### config.mk
export PLATFORM = sky130hd
export DESIGN_NAME = pipe_skid_reg
export DESIGN_NICKNAME = d
export VERILOG_FILES = /design/src/rtl/pipe_skid_reg.sv
export SDC_FILE = /design/constraint.sdc
export NUM_CORES = 1
export LEC_CHECK = 0
export ABC_AREA = 1
export BUFFER_PORTS_ARGS = -buffer_cell sky130_fd_sc_hd__buf_2
export CORE_MARGIN = 3
export CORE_UTILIZATION = 57
export DETAILED_ROUTE_END_ITERATION = 8
export GPL_TIMING_DRIVEN = 0
export PLACE_DENSITY = 0.84
export SLEW_MARGIN = 20
export SYNTH_ARGS = -nofsm -noshare
export SYNTH_HDL_FRONTEND = slang
export SYNTH_SLANG_ARGS = --single-unit
### constraint.sdc
create_clock -name clk -period 4.55 [get_ports clk]
set_input_delay 0.455 -clock clk [delete_from_list [all_inputs] [get_ports clk]]
set_output_delay 0.455 -clock clk [all_outputs]
set_load 0.01 [all_outputs]
### src/rtl/pipe_skid_reg.sv
// Handshaked pipeline register with a two-entry skid buffer, synchronous flush
// and occupancy report. in_ready, out_valid and out_data come straight from flops.
module pipe_skid_reg #(
  parameter int WIDTH      = 32,
  parameter bit CLEAR_DATA = 1'b1
) (
  input  logic             clk,
  input  logic             resetn,
  input  logic             flush,
  input  logic             in_valid,
  output logic             in_ready,
  input  logic [WIDTH-1:0] in_data,
  output logic             out_valid,
  input  logic             out_ready,
  output logic [WIDTH-1:0] out_data,
  output logic [1:0]       occupancy
);

  // State encoding is {skid_v, main_v}; skid valid without main valid never occurs.
  localparam logic [1:0] ST_EMPTY = 2'b00;
  localparam logic [1:0] ST_ONE   = 2'b01;
  localparam logic [1:0] ST_FULL  = 2'b11;

  logic             main_v_q, main_v_d;
  logic             skid_v_q, skid_v_d;
  logic [WIDTH-1:0] main_data_q, main_data_d;
  logic [WIDTH-1:0] skid_data_q, skid_data_d;
  logic             in_fire, out_fire;
  logic [1:0]       state;

  assign in_ready  = ~skid_v_q;
  assign out_valid = main_v_q;
  assign out_data  = main_data_q;
  assign occupancy = {1'b0, main_v_q} + {1'b0, skid_v_q};

  assign in_fire  = in_valid & in_ready;
  assign out_fire = out_valid & out_ready;
  assign state    = {skid_v_q, main_v_q};

  always_comb begin
    // NOTE: every output of this block gets a default first so no path infers a latch.
    main_v_d    = main_v_q;
    skid_v_d    = skid_v_q;
    main_data_d = main_data_q;
    skid_data_d = skid_data_q;

    if (flush) begin
      main_v_d = 1'b0;
      skid_v_d = 1'b0;
      if (CLEAR_DATA) begin
        main_data_d = '0;
        skid_data_d = '0;
      end
    end else begin
      case (state)
        ST_EMPTY: begin
          if (in_fire) begin
            main_v_d    = 1'b1;
            main_data_d = in_data;
          end
        end
        ST_ONE: begin
          if (in_fire && out_fire) begin
            main_data_d = in_data;
          end else if (in_fire) begin
            skid_v_d    = 1'b1;
            skid_data_d = in_data;
          end else if (out_fire) begin
            main_v_d = 1'b0;
          end
        end
        ST_FULL: begin
          // Draining the skid entry reopens in_ready one cycle later.
          if (out_fire) begin
            skid_v_d    = 1'b0;
            main_data_d = skid_data_q;
          end
        end
        default: ;
      endcase
    end
  end

  // NOTE: sequential state uses non-blocking assignments so all flops update together.
  always_ff @(posedge clk or negedge resetn) begin
    if (!resetn) begin
      main_v_q <= 1'b0;
      skid_v_q <= 1'b0;
    end else begin
      main_v_q <= main_v_d;
      skid_v_q <= skid_v_d;
    end
  end

  generate
    if (CLEAR_DATA) begin : g_data_clr
      always_ff @(posedge clk or negedge resetn) begin
        if (!resetn) begin
          main_data_q <= '0;
          skid_data_q <= '0;
        end else begin
          main_data_q <= main_data_d;
          skid_data_q <= skid_data_d;
        end
      end
    end else begin : g_data_hold
      // NOTE: payload registers are left unreset here; the valid bits alone qualify them.
      always_ff @(posedge clk) begin
        main_data_q <= main_data_d;
        skid_data_q <= skid_data_d;
      end
    end
  endgenerate

endmodule
==> results.toml <==
[power_and_ir_drop]
ir_drop_worst_case_vdd_mv = 0.394
power_density_over_the_cells_mw_per_mm2 = 509
p_total_mw = 1.87
p_leak_nw = 1.94

[floorplan]
fp-row-count = 25
start_util = 0.613
floorplan.die_area_mm2 = 0.00623
die_width_um = 78.9
fp.dieH_um = 78.9
floorplan.io_pins = 73
core_region_area_mm2 = 0.00494

[synth]
number_of_nets_produced_by_synthesis = 425
synth.ff_latch_count = 66
ys_warn_count = 0
synth-seq-area-share = 0.545
yosysUniqueCellTypes = 14
postSynthCellCount = 385
post_synth_instance_area_mm2 = 0.00303
synthesis.area_per_instance_um2 = 7.87

[worst_setup_path]
arrival_ps = 2140
worstSetupEndpoint = "out_data[29]"
worstSetupStartpointType = "register"
ff2ff_path_depth = 7
timing.critical_path.max_delay_family = "simple AND/OR/NAND/NOR gates"
worst_setup_path_startpoint = "out_valid"
cp_slowest_stage_delay_ps = 450
crit_path_top_delay_cell = "sky130_fd_sc_hd__dfrtp_1"
worstPathMaxFanout = 10
r2r-start = "out_valid"
cp_common_cell = "sky130_fd_sc_hd__nand2_1"
setup.reg_to_reg.worst_slack_ps = 2680
worstReg2RegEnd = "out_data[29]"
worst_ep_required_ps = 4820
cp_cell_sequence = "ha_1 > nor2_2 > clkbuf_1 > nand2_1 > o21ai_0 > nand3_1 > nand2_1"
crit_buf_inv = 1
critical_path.endpoint_type = "register"
crit_type = "reg -> reg"
critical_path_depth = 7

[place]
place.port_buffers = 72
place_hpwl_mm = 4.88
gp_congestion = 0.779

[global_routing]
pin_count_of_the_biggest_net_entering_global_routing = 54
antenna_violations_before_repair = 0
grt_pass1_wl_mm = 11.9
grt.total_usage = 0.249
grt_pass1_vias = 2646
grt_overflow_total = 0

[finish]
finalNetCount = 510
most_common_library_cell_in_the_layout_ignoring_fill_and_taps = "sky130_fd_sc_hd__nand2_1"
layout.cells.most_common_list = "sky130_fd_sc_hd__nand2_1, sky130_fd_sc_hd__buf_2, sky130_fd_sc_hd__dfrtp_1"
antennaDiodeCount = 0
fillers = 403
drive_above_1_share = 0.217
area_delta_synth_final_pct = 21.0

[cts]
cts_post_setup_buffers_inserted = 0
ctsLongestPathBuffers = 2
hold_buffers = 1
cts_sinks = 66
tritoncts = "yes"
post_cts_resized = 0
clk_pin_slew_ps = 70
root_buffer = "sky130_fd_sc_hd__clkbuf_8"
clock_insertion_delay_worst_skew_ps = 340
cts_buffers = 9
cts.htree.levels = 3

[drt]
drtPass1Iterations = 5
ant_nets = 0
initialDrtViolationCount = 157
wl_per_cell_um = 13.1
drc = 0
route.detailed.vias_per_inst = 5.13
route.final.wire_length_mm = 7.07
route.vias.total = 2774

[sta]
min_period_over_period = 0.411
tightest_slew_ps = 466
timing.max_slew.rel_slack = 0.689
maxClockFrequency_ghz = 0.535
setup_viol_count_final = 0
drv_slew = 0
rsz0062_at_grt = "no"
post-route-min-period_ps = 1870
final.setup_skew_ps = 6.83
hold_violations = 0
finalSetupTns_ps = 0

[hold_path]
worst_hold_path_type = "in -> reg"

[job]
maxCapViolCount = 0

[outcome]
outcome = "finished, final reports clean"
-- synthesized netlist by cell type --
cell type	count	area (um^2)
sky130_fd_sc_hd__a31oi_1	1	6.26
sky130_fd_sc_hd__buf_2	14	70.1
sky130_fd_sc_hd__clkbuf_1	7	26.3
sky130_fd_sc_hd__dfrtp_1	66	1650
sky130_fd_sc_hd__ha_1	3	37.5
sky130_fd_sc_hd__inv_1	37	139
sky130_fd_sc_hd__inv_2	2	7.51
sky130_fd_sc_hd__nand2_1	142	533
sky130_fd_sc_hd__nand3_1	36	180
sky130_fd_sc_hd__nand4_1	1	6.26
sky130_fd_sc_hd__nor2_1	7	26.3
sky130_fd_sc_hd__nor2_2	2	12.5
sky130_fd_sc_hd__o21ai_0	56	280
sky130_fd_sc_hd__o21ai_1	11	55.1
-- stage by stage --
stage               utilization  setup WS, ps  cells  instance area [um^2]  hold WS, ps
floorplan                     -          2920    385                  3030          159
global placement          0.703          2770    524                  3480          448
detailed placement        0.709          2740    525                  3510          320
CTS                       0.742          2680    541                  3670          326
global route              0.742          2490    541                  3670          323
finish                    0.742          2680    541                  3670          342
-- registers in the layout, indices dropped and copies added (netlist names) --
name,count
skid_data_q,32
skid_v_q,1
out_data,32
out_valid,1
-- report_power, final --
| group | switching (mW) | leakage [nW] | internal, mW |
|---|---|---|---|
| sequential | 0.0804 | 0.889 | 0.732 |
| clock | 0.209 | 0.0762 | 0.193 |
| combinational | 0.418 | 0.973 | 0.236 |
| total | 0.707 | 1.94 | 1.16 |
-- how the worst min path moves through the flow --
stage	start	end	cells after the start
floorplan	resetn	out_data[0]	0
global placement	out_data[22]	out_data[22]	2
detailed placement	resetn	out_data[31]	1
CTS	in_data[6]	skid_data_q[6]	3
global route	in_data[1]	skid_data_q[1]	3
finish	in_data[13]	skid_data_q[13]	3
-- kinds of logic (layout without fill, tap and decap cells) --
kind of cell / count (synthesis) / count (layout) / share of synthesized area
AND/OR/NAND/NOR: 188 / 188 / 0.250
flip-flops: 66 / 66 / 0.545
AO/OA/AOI/OAI: 68 / 68 / 0.113
buffers and inverters: 60 / 149 / 0.0801
adder cells (fa/ha/maj): 3 / 3 / 0.0124
-- area by class of cell --
cell class / instances / area (um^2) / area share
plain buffers: 21 / 96.3 / 0.0263
multi-input cells: 259 / 1140 / 0.310
clock inverters: 3 / 17.5 / 0.00477
clock buffers: 12 / 135 / 0.0368
inverters: 39 / 146 / 0.0399
well taps: 67 / 83.8 / 0.0229
flip-flops and latches: 66 / 1650 / 0.450
repair buffers: 74 / 400 / 0.109
-- worst min-delay path, stage by stage --
cell and delay (ps):
sky130_fd_sc_hd__buf_2 90, sky130_fd_sc_hd__nand2_1 40, sky130_fd_sc_hd__o21ai_0 60
-- layer usage --
metal  vias up  share of wire  track usage  wire [um]
li1       1388              -            -          -
met2        96           0.49        0.418       3450
met4         0          0.015       0.0911        107
met1      1279           0.43        0.313       3010
met5         -              0            0          0
met3        11          0.071       0.0658        502
No activity file was read; power rests on OpenSTA's default activity.
